==> src/rtl/vga_capture.sv <==
// vga_capture
//   Captures a raster video stream (vs/de/RGB888) into a byte-per-pixel
//   framebuffer. Every visible pixel is quantized to RGB332 and emitted as
//   one memory write, in raster order, one pclk after it was presented.
//
// Ports
//   pclk, reset        pixel clock (rising edge), async active-high reset
//   arm                one-cycle capture request, honoured only when idle
//   cont               continuous mode, looked at when a frame ends
//   vs, de, r, g, b    incoming video: sync, data enable, colour
//   mem_wr/addr/data   write strobe, pixel index (y*H+x), RGB332 byte
//   busy               engine is not idle
//   done               one-cycle pulse after the last line of a good frame
//   err                sticky: bad line length or early vsync; cleared by
//                      reset or by an accepted arm
module vga_capture #(
  parameter int   H      = 640,
  parameter int   V      = 400,
  parameter logic VS_POL = 1'b1
) (
  input  logic        pclk,
  input  logic        reset,
  input  logic        arm,
  input  logic        cont,
  input  logic        vs,
  input  logic        de,
  input  logic [7:0]  r,
  input  logic [7:0]  g,
  input  logic [7:0]  b,
  output logic        mem_wr,
  output logic [31:0] mem_addr,
  output logic [7:0]  mem_data,
  output logic        busy,
  output logic        done,
  output logic        err
);

  localparam logic [1:0] ST_IDLE    = 2'd0;
  localparam logic [1:0] ST_WAIT_VS = 2'd1;
  localparam logic [1:0] ST_WAIT_DE = 2'd2;
  localparam logic [1:0] ST_CAPTURE = 2'd3;

  // pix_cnt must be able to hold H+1 so an over-long line stays detectable.
  localparam int PW = $clog2(H + 2);
  localparam int LW = $clog2(V + 1);

  localparam logic [31:0]   FRAME_PIX = 32'(H * V);
  localparam logic [PW-1:0] PIX_FULL  = PW'(H);
  localparam logic [PW-1:0] PIX_OVER  = PW'(H + 1);
  localparam logic [LW-1:0] LAST_LINE = LW'(V - 1);

  logic [1:0]    state_reg, state_next;
  logic          vs_d_reg, de_d_reg;
  logic [PW-1:0] pix_cnt_reg, pix_cnt_next;
  logic [LW-1:0] line_cnt_reg, line_cnt_next;
  logic [31:0]   addr_reg, addr_next;
  logic          err_reg, err_next;
  logic          wr_reg, wr_next;
  logic [31:0]   wr_addr_reg, wr_addr_next;
  logic [7:0]    wr_data_reg, wr_data_next;
  logic          done_reg, done_next;

  logic          vs_edge;
  logic          de_fall;
  logic          take_pixel;
  logic [7:0]    pixel_rgb332;

  // Low colour bits are discarded by the RGB332 quantization.
  logic          unused_colour_bits;
  assign unused_colour_bits = &{1'b0, r[4:0], g[4:0], b[5:0]};

  assign vs_edge      = (vs == VS_POL) && (vs_d_reg != VS_POL);
  assign de_fall      = de_d_reg && !de;
  assign pixel_rgb332 = {r[7:5], g[7:5], b[7:6]};

  always_comb begin
    state_next    = state_reg;
    pix_cnt_next  = pix_cnt_reg;
    line_cnt_next = line_cnt_reg;
    addr_next     = addr_reg;
    err_next      = err_reg;
    wr_next       = 1'b0;
    wr_addr_next  = wr_addr_reg;
    wr_data_next  = wr_data_reg;
    done_next     = 1'b0;
    take_pixel    = 1'b0;

    case (state_reg)
      ST_IDLE: begin
        if (arm) begin
          state_next    = ST_WAIT_VS;
          err_next      = 1'b0;
          pix_cnt_next  = '0;
          line_cnt_next = '0;
          addr_next     = '0;
        end
      end
      ST_WAIT_VS: begin
        // A de=1 coincident with the sync edge is deliberately not captured.
        if (vs_edge) begin
          state_next    = ST_WAIT_DE;
          pix_cnt_next  = '0;
          line_cnt_next = '0;
          addr_next     = '0;
        end
      end
      ST_WAIT_DE: begin
        if (vs_edge) begin
          err_next   = 1'b1;
          state_next = cont ? ST_WAIT_VS : ST_IDLE;
        end else if (de) begin
          state_next = ST_CAPTURE;
          take_pixel = 1'b1;
        end
      end
      default: begin // ST_CAPTURE
        if (de_fall) begin
          if (pix_cnt_reg != PIX_FULL) begin
            // Short or over-long line: abort the frame.
            err_next   = 1'b1;
            state_next = ST_IDLE;
          end else begin
            pix_cnt_next  = '0;
            line_cnt_next = line_cnt_reg + 1'b1;
            if (line_cnt_reg == LAST_LINE) begin
              done_next  = 1'b1;
              state_next = cont ? ST_WAIT_VS : ST_IDLE;
            end
          end
        end else if (vs_edge) begin
          err_next   = 1'b1;
          state_next = cont ? ST_WAIT_VS : ST_IDLE;
        end else if (de) begin
          take_pixel = 1'b1;
        end
      end
    endcase

    // pix_cnt saturates at H+1; pixels beyond H are counted but not written.
    if (take_pixel) begin
      if (pix_cnt_reg != PIX_OVER) begin
        pix_cnt_next = pix_cnt_reg + 1'b1;
      end
      if ((pix_cnt_reg < PIX_FULL) && (addr_reg != FRAME_PIX)) begin
        wr_next      = 1'b1;
        wr_addr_next = addr_reg;
        wr_data_next = pixel_rgb332;
        addr_next    = addr_reg + 32'd1;
      end
    end
  end

  always_ff @(posedge pclk or posedge reset) begin
    if (reset) begin
      state_reg    <= ST_IDLE;
      // Start with vs_d at the active level so a held sync is not an edge.
      vs_d_reg     <= VS_POL;
      de_d_reg     <= 1'b0;
      pix_cnt_reg  <= '0;
      line_cnt_reg <= '0;
      addr_reg     <= '0;
      err_reg      <= 1'b0;
      wr_reg       <= 1'b0;
      wr_addr_reg  <= '0;
      wr_data_reg  <= '0;
      done_reg     <= 1'b0;
    end else begin
      state_reg    <= state_next;
      vs_d_reg     <= vs;
      de_d_reg     <= de;
      pix_cnt_reg  <= pix_cnt_next;
      line_cnt_reg <= line_cnt_next;
      addr_reg     <= addr_next;
      err_reg      <= err_next;
      wr_reg       <= wr_next;
      wr_addr_reg  <= wr_addr_next;
      wr_data_reg  <= wr_data_next;
      done_reg     <= done_next;
    end
  end

  assign mem_wr   = wr_reg;
  assign mem_addr = wr_addr_reg;
  assign mem_data = wr_data_reg;
  assign busy     = (state_reg != ST_IDLE);
  assign done     = done_reg;
  assign err      = err_reg;

endmodule

==> config.mk <==
export PLATFORM = sky130hd
export DESIGN_NAME = vga_capture
export DESIGN_NICKNAME = d
export VERILOG_FILES = /design/src/rtl/vga_capture.sv
export SDC_FILE = /design/constraint.sdc
export NUM_CORES = 1
export LEC_CHECK = 0
export ABC_AREA = 1
export CAP_MARGIN = 5
export CORE_MARGIN = 2
export CORE_UTILIZATION = 47
export CTS_CLUSTER_DIAMETER = 30
export DETAILED_ROUTE_END_ITERATION = 10
export PLACE_DENSITY = 0.7
export SLEW_MARGIN = 10
export SYNTH_ARGS = -nofsm -noshare
export SYNTH_HDL_FRONTEND = slang
export SYNTH_SLANG_ARGS = --single-unit
==> constraint.sdc <==
create_clock -name pclk -period 3.49 [get_ports pclk]
set_clock_uncertainty 0.05 [all_clocks]
set_input_delay 0.8725 -clock pclk [delete_from_list [all_inputs] [get_ports pclk]]
set_output_delay 0.8725 -clock pclk [all_outputs]
set_load 0.05 [all_outputs]
# [Word level (Yosys, flattened, before mapping)]
# Cells that the tools add are included.
[op_classes] reduce_logical=14 n_mux=42 add_sub_neg=3 bitwise=3 n_lt_le_gt_ge=1 n_eq_ne=12
[op_table] operator="32-bit 2-to-1 mux" count=4
[op_table] operator="32-bit case mux with 2 select lines" count=1
[op_table] operator="10-bit 2-to-1 mux" count=6
[op_table] operator="9-bit 2-to-1 mux" count=4
[op_table] operator="32-bit by 1-bit adder with 32-bit output, second input constant" count=1
[op_table] operator="32-bit by 18-bit inequality test with 1-bit output, second input constant" count=1
[op_table] operator="10-bit case mux with 3 select lines" count=1
[op_table] operator="9-bit case mux with 3 select lines" count=1
[op_table] operator="10-bit inequality test, second input constant" count=2
[op_table] operator="2-bit 2-to-1 mux" count=8
[op_table] operator="1-bit 2-to-1 mux" count=14
[op_table] operator="10-bit by 1-bit adder with 10-bit output, second input constant" count=1
[op_table] operator="10-bit < comparator, second input constant" count=1
[op_table] operator="5-bit AND reduction" count=2
[op_table] operator="9-bit by 1-bit adder with 9-bit output, second input constant" count=1
[op_table] operator="9-bit equality test, second input constant" count=1
[op_table] operator="6-bit by 1-bit inequality test with 1-bit output, second input constant" count=1
[op_table] operator="2-bit case mux with 3 select lines" count=1
[op_table] operator="2-bit inequality test, second input constant" count=2
[op_table] operator="4-bit by 1-bit inequality test with 1-bit output, second input constant" count=1
[op_table] operator="4-bit nonzero test" count=1
[op_table] operator="1-bit logical AND" count=3
[op_table] operator="3-bit by 1-bit inequality test with 1-bit output, second input constant" count=1
[op_table] operator="3-bit inequality test, second input constant" count=1
[op_table] operator="other kinds (13)" count=15
[totals] elab_cells=86 reg_bits=98

# [Longest topological paths before layout]
# Gate-level depths: netlist (run 1).
[logic_depth] word_depth=6 ltp_mapped=15 ltp_nobuf=14

# [Worst setup path after synthesis (run 1)]
# Ideal clock, no wire load.
[synth_path] path_kind="input -> register" startpoint="in vs" endpoint="reg addr_reg[22]" slack_ps=1145 setup_ps=113 arrival_ps=2182 t_required_ps=3327 path_buffers=2 cell_stages=12 path_cell_list="inv_1 > nor2_1 > or2_1 > nand2_1 > nor2_2 > inv_2 > buf_4 > buf_2 > nand2_1 > o21ai_0 > nand2_1 > inv_1"
[synth_between] elab_chain_cells=5
[synth_lines] item="start, declared" line_no="25" text="input logic vs,"
[synth_lines] item="1-bit logical AND (*)" line_no="72" text="assign vs_edge = (vs == VS_POL) && (vs_d_reg != VS_POL);"
[synth_lines] item="32-bit 2-to-1 mux / 1-bit 2-to-1 mux (equally long branches)" line_no="100, 108"
[synth_lines] item="32-bit case mux with 2 select lines / 1-bit 2-to-1 mux (equally long branches)" line_no="88, 117"
[synth_lines] item="32-bit 2-to-1 mux / 1-bit case mux with 2 select lines (equally long branches)" line_no="144, 88"
[synth_lines] item="32-bit 2-to-1 mux (*)" line_no="140" text="if (take_pixel) begin"
[synth_lines] item="via addr_next[22]" line_no="56" text="logic [31:0] addr_reg, addr_next;"
[synth_lines] item="end signal, assigned" line_no="173" text="addr_reg <= addr_next;"
[synth_lines] item="end, declared" line_no="56"
# The timed path passes the listed nets; every way through them passes the cells marked *.
# A chain may end at the register's enable or synchronous reset.

# [Worst setup path after layout (run 1)]
[layout_path] startpoint="reg state_reg[1]" endpoint="out busy"
[layout_between] elab_chain_cells=1
[layout_lines] item="start, declared" line_no="52" text="logic [1:0] state_reg, state_next;"
[layout_lines] item="start signal, assigned" line_no="168" text="state_reg <= state_next;"
[layout_lines] item="2-bit nonzero test" line_no="185" text="assign busy = (state_reg != ST_IDLE);"
[layout_lines] item="end, declared" line_no="33" text="output logic busy,"
# Every way passes these cells.

==> results of run 1 <==
[cells by family after synthesis]
family / after synthesis / share of synthesized area
AND/OR/NAND/NOR: 499 / 0.371
buffers and inverters: 108 / 0.0809
flip-flops: 98 / 0.451
AO/OA/AOI/OAI: 65 / 0.0616
XOR/XNOR: 14 / 0.0225
adder cells (fa/ha/maj): 6 / 0.0138
[through the flow]
| step | instance area, um^2 | worst slack, ns | hold WS (ns) | instances | total power [mW] |
|---|---|---|---|---|---|
| finish | 6490 | 0.765 | 0.427 | 996 | 3.35 |
| CTS | 6490 | 0.753 | 0.432 | 996 | 3.38 |
| global route | 6490 | 0.633 | 0.446 | 996 | 3.52 |
| floorplan | 5450 | 0.00708 | 0.418 | 790 | 2.07 |
| detailed placement | 6190 | 0.435 | 0.414 | 980 | 2.39 |
| global placement | 6190 | 0.554 | 0.411 | 980 | 2.36 |
[how the worst max path moves through the flow]
stage	startpoint	to
final	state_reg[1]$_DFFE_PP0P_	busy
after global routing	vs	line_cnt_reg[7]$_DFFE_PP0P_
after CTS	state_reg[1]$_DFFE_PP0P_	busy
after detailed placement	vs	line_cnt_reg[7]$_DFFE_PP0P_
after global placement	vs	mem_addr[31]$_DFFE_PP0P_
after floorplan	reset	addr_reg[0]$_DFF_PP0_
[worst reg2reg max path, cell delays in order (launching register included)]
cell,delay (ns)
dfrtp_1,0.42
inv_1,0.10
ha_1,0.19
inv_1,0.05
nor2_1,0.08
nand2_1,0.06
nor2_1,0.12
inv_1,0.05
nor2_1,0.08
nand2_1,0.12
nand2_2,0.09
buf_4,0.24
buf_4,0.26
nand2_1,0.07
o21ai_0,0.08
[where the power goes]
| part | total (mW) | switching [mW] | internal [mW] |
|---|---|---|---|
| sequential | 1.31 | 0.0816 | 1.23 |
| combinational | 1.05 | 0.748 | 0.305 |
| clock | 0.987 | 0.407 | 0.580 |
[per-layer routing]
metal / share of wire / up-vias / track usage
li1: - / 2564 / -
met1: 0.45 / 2310 / 0.262
met2: 0.49 / 103 / 0.363
met3: 0.045 / 18 / 0.0359
met4: 0.021 / 0 / 0.0848
met5: 0 / - / 0
[cell type report]
class | count | area, um^2
tap | 143 | 179
clock inverter | 1 | 5.00
timing repair buffer | 66 | 663
multi-input combinational | 584 | 2550
inverter | 89 | 337
clock buffer | 15 | 298
fill | 1133 | 4880
sequential | 98 | 2450
[synthesized netlist by cell type (2+ instances only)]
library cell / n
a21oi_1: 6
buf_2: 4
buf_4: 4
buf_6: 2
clkbuf_1: 9
dfrtp_1: 97
ha_1: 6
inv_1: 85
inv_2: 4
nand2_1: 316
nand3_1: 45
nand3b_1: 4
nand4_1: 8
nor2_1: 106
nor2_4: 2
nor3_1: 13
o21ai_0: 51
o21ai_1: 4
o31ai_1: 4
or2_1: 2
xnor2_1: 4
xor2_1: 10
==> metrics, run 1 <==
run status=finished clean; cts hold-fix bufs=0; I/O pin count=74; Util after Layout=0.571; Post-Route WL=12400 um; Final Setup Violations=0; TritonRoute pass-1 iters=5; top_reg_cell synth=dfrtp_1; GR Overflow Total=0; die area=12500 um^2; pin count of the biggest net entering global routing=79; syn nets=826; Cell variety after synth=26; Rows=39; most area-consuming cells after synthesis=dfrtp_1, nand2_1, nor2_1; CTS clock-pin slew for the worst setup and hold paths=0.06 ns; Reg2Reg Capture Point=mem_addr[14]$_DFFE_PP0P_; CTS Root Cell=clkbuf_16; gr usage total=0.210; number of I/O port buffers=57; Post-CTS Repair Setup Buffers=0; worst-path cell with the longest stage delay=clkdlybuf4s50_1; setup TNS=0 ns; cell breakdown of the critical path=nor2_1 -> inv_1 -> clkdlybuf4s50_1; f_max=367 MHz; top cell type's share of synthesized area=0.446; Crit path depth=3; die height=112 um; Rel. slew slack=0.551; Pwr per Cell Area=517 nW/um^2; startpoint types=flip-flop; critical path type=flip-flop to output pin; initial antenna violation count=0; DR vias=4995; most frequent cells in the layout=nand2_1, nor2_1, dfrtp_1, inv_1, clkdlybuf4s50_1; hold worst-path end=mem_data[7]$_DFFE_PP0P_; worst hold path cell count=2; post-layout min period=2.72 ns; HP Class=flip-flop to flip-flop; cell taking the most area after synthesis=dfrtp_1; Nets=884; Hold Vio Cnt, Final=0; commonest non-fill, non-tap cell in the layout=nand2_1; CP Max Fanout=6; quantity of gates resized following cts=0; global-route wire length before repair=21500 um; H-tree depth=3; initial core utilization=0.479; max_cap viols=0; Crit path buffers/inverters=2; Peak VDD IR=585 uV; Post-Syn Area=5450 um^2; # DRC=0; Pleak=3.14 nW; DP HPWL=8980 um; clk sink count=98; RePlAce Congestion=0.889; R2R Setup Slk=1.36 ns; Yosys warnings=0; vias in the first global route=4794; Avg WL per Cell=12.4 um; worst skew pair latency=0.35 ns; Post-DRT Antenna Nets=0; Tcrit/Tclk final=0.781; detailed-route vias per instance=5.02; worst hold start=mem_data[7]$_DFFE_PP0P_; ys async rst share=1.00; Critical R2R Launch=addr_reg[1]$_DFF_PP0_; Post-Syn Area per Cell=6.89 um^2; Top Family by Delay on Critical Path=buffers and inverters; CTS tree=yes; Synth Instances=790; number of flops mapped to enable cells by yosys=0; CTS Buf Count=9; P&R area growth vs syn=19.2%; Worst-Margin Slew=0.669 ns; clk buf depth=2; fraction of layout instances using a drive strength above 1=0.0410; Yosys reg bits=98; CP required=2.57 ns; Die X=112 um; Arr. time, crit path=1.80 ns; Final Max Tran Viols=0; Crit. End Element=output pin; core area=11400 um^2; RSZ-0062 raised after global routing=no; diode count=0; sequential fraction of the synthesis area=0.451; Slowest Stage Delay on Critical Path=0.81 ns; number of DRC markers in iteration 0=252; FF-to-FF path depth=14
Power figures use the tool's default switching activity.
==> run 2: changes to the inputs <==
PLACE_DENSITY = 0.67   (was 0.7)
clock period = 2.6 ns   (was 3.49 ns; I/O delays follow)
==> metrics, run 2 (same netlist as run 1, synthesis figures left out) <==
run status=finished clean (unchanged); DP HPWL=9110 um (was 8980 um); setup TNS=0 ns (unchanged); detailed-route vias per instance=4.96 (was 5.02); Arr. time, crit path=1.54 ns (was 1.80 ns); Pwr per Cell Area=683 nW/um^2 (was 517 nW/um^2); Rows=39 (unchanged); cts hold-fix bufs=0 (unchanged); DR vias=4965 (was 4995); P&R area growth vs syn=19.9% (was 19.2%); Critical R2R Launch=addr_reg[0]$_DFF_PP0_ (was addr_reg[1]$_DFF_PP0_); f_max=447 MHz; CTS clock-pin slew for the worst setup and hold paths=0.06 ns (about the same); I/O pin count=74 (unchanged); pin count of the biggest net entering global routing=99 (was 79); diode count=0 (unchanged); worst hold start=mem_addr[18]$_DFFE_PP0P_ (was mem_data[7]$_DFFE_PP0P_); Worst Slack Setup Final=0.363 ns (was 0.765 ns); initial antenna violation count=0 (unchanged); Peak VDD IR=607 uV (was 585 uV); global-route wire length before repair=21900 um (was 21500 um); RePlAce Congestion=0.858 (was 0.889); initial core utilization=0.479 (unchanged); CTS Root Cell=clkbuf_16 (unchanged); Post-DRT Antenna Nets=0 (unchanged); post-layout min period=2.24 ns; TritonRoute pass-1 iters=5 (unchanged); Post-CTS Repair Setup Buffers=0 (unchanged); Nets=892 (was 884); max_cap viols=0 (unchanged); CP required=1.90 ns (was 2.57 ns); worst setup path startpoint=err$_DFFE_PP0P_ (was state_reg[1]$_DFFE_PP0P_); commonest non-fill, non-tap cell in the layout=nand2_1 (unchanged); Top Family by Delay on Critical Path=buffers and inverters (unchanged); Rel. slew slack=0.642 (was 0.551); CP Max Fanout=3 (was 6); worst-path cell with the longest stage delay=clkdlybuf4s50_1 (unchanged); worst skew pair latency=0.35 ns (about the same); Crit path buffers/inverters=1 (was 2); Crit. End Element=output pin (unchanged); fraction of layout instances using a drive strength above 1=0.0442 (was 0.0410); CTS Buf Count=9 (unchanged); Final Setup Violations=0 (unchanged); Avg WL per Cell=12.4 um (about the same); cell breakdown of the critical path=clkdlybuf4s50_1 (was nor2_1 -> inv_1 -> clkdlybuf4s50_1); Post-Route WL=12500 um (was 12400 um); DP Worst Slack=0.0552 ns (was 0.435 ns); die area=12500 um^2 (unchanged); Hold Vio Cnt, Final=0 (unchanged); H-tree depth=3 (unchanged); RSZ-0062 raised after global routing=no (unchanged); die height=112 um (unchanged); Pleak=3.17 nW (was 3.14 nW); Worst-Margin Slew=0.535 ns (was 0.669 ns); Die X=112 um (unchanged); startpoint types=flip-flop (unchanged); Tcrit/Tclk final=0.860; Final Max Tran Viols=0 (unchanged); critical path type=flip-flop to output pin (unchanged); clk sink count=98 (unchanged); gr usage total=0.214 (was 0.210); core area=11400 um^2 (unchanged); GR Overflow Total=0 (unchanged); # DRC=0 (unchanged); clk buf depth=2 (unchanged); CTS tree=yes (unchanged); Slowest Stage Delay on Critical Path=0.81 ns (about the same); HP Class=flip-flop to flip-flop (unchanged); most frequent cells in the layout=nand2_1, nor2_1, dfrtp_1, inv_1, clkdlybuf4s50_1 (unchanged); vias in the first global route=4758 (was 4794); number of DRC markers in iteration 0=279 (was 252); number of I/O port buffers=57 (unchanged)
run 2: power by group:
part | switching, mW | internal [mW] | total [mW] | leakage, nW
clock network | 0.531 | 0.666 | 1.20 | 0.123
logic | 1.01 | 0.487 | 1.50 | 1.70
registers | 0.113 | 1.65 | 1.76 | 1.34
total | 1.66 | 2.80 | 4.46 | 3.17
run 2: final timing paths:
path                                          endpoint  slack, ns  cells past startpoint
max reg2reg                     addr_reg[20]$_DFF_PP0_       0.54                      9
max in group asynchronous      mem_data[1]$_DFFE_PP0P_       1.35                      3
min                           mem_addr[18]$_DFFE_PP0P_       0.43                      2
min reg2reg                   mem_addr[18]$_DFFE_PP0P_       0.43                      2
min in group asynchronous  line_cnt_reg[3]$_DFFE_PP0P_       0.74                      3
max                                                err       0.36                      1
run 2: layout make-up:
type | instances | area (um^2)
Fill cell | 1113 | 4840
Multi-Input combinational cell | 584 | 2550
Sequential cell | 98 | 2450
Timing Repair Buffer | 74 | 751
Inverter | 89 | 338
Clock buffer | 14 | 254
Tap cell | 143 | 179
run 2: per-layer routing:
metal	routed length [um]	part of all wire	global-route usage
met4	233	0.019	0.0840
met1	5790	0.46	0.279
met3	511	0.041	0.0370
met5	0	0	0
met2	5930	0.48	0.356
run 2: what timing repair did:
item / in CTS / in global routing
endpoints found under the setup margin: 0 / 1
endpoints found under the hold margin: 0 / 0
resized for setup: 0 / 1
run 2: metrics by stage:
step / instance area, um^2 / hold slack (ns) / util / cells / power (mW)
after floorplan: 5450 / 0.418 / - / 790 / 2.77
after global placement: 6270 / 0.411 / 0.552 / 988 / 3.28
after detailed placement: 6270 / 0.415 / 0.552 / 988 / 3.31
after CTS: 6530 / 0.432 / 0.574 / 1002 / 4.51
after global routing: 6530 / 0.453 / 0.574 / 1002 / 4.73
final: 6530 / 0.425 / 0.574 / 1002 / 4.46
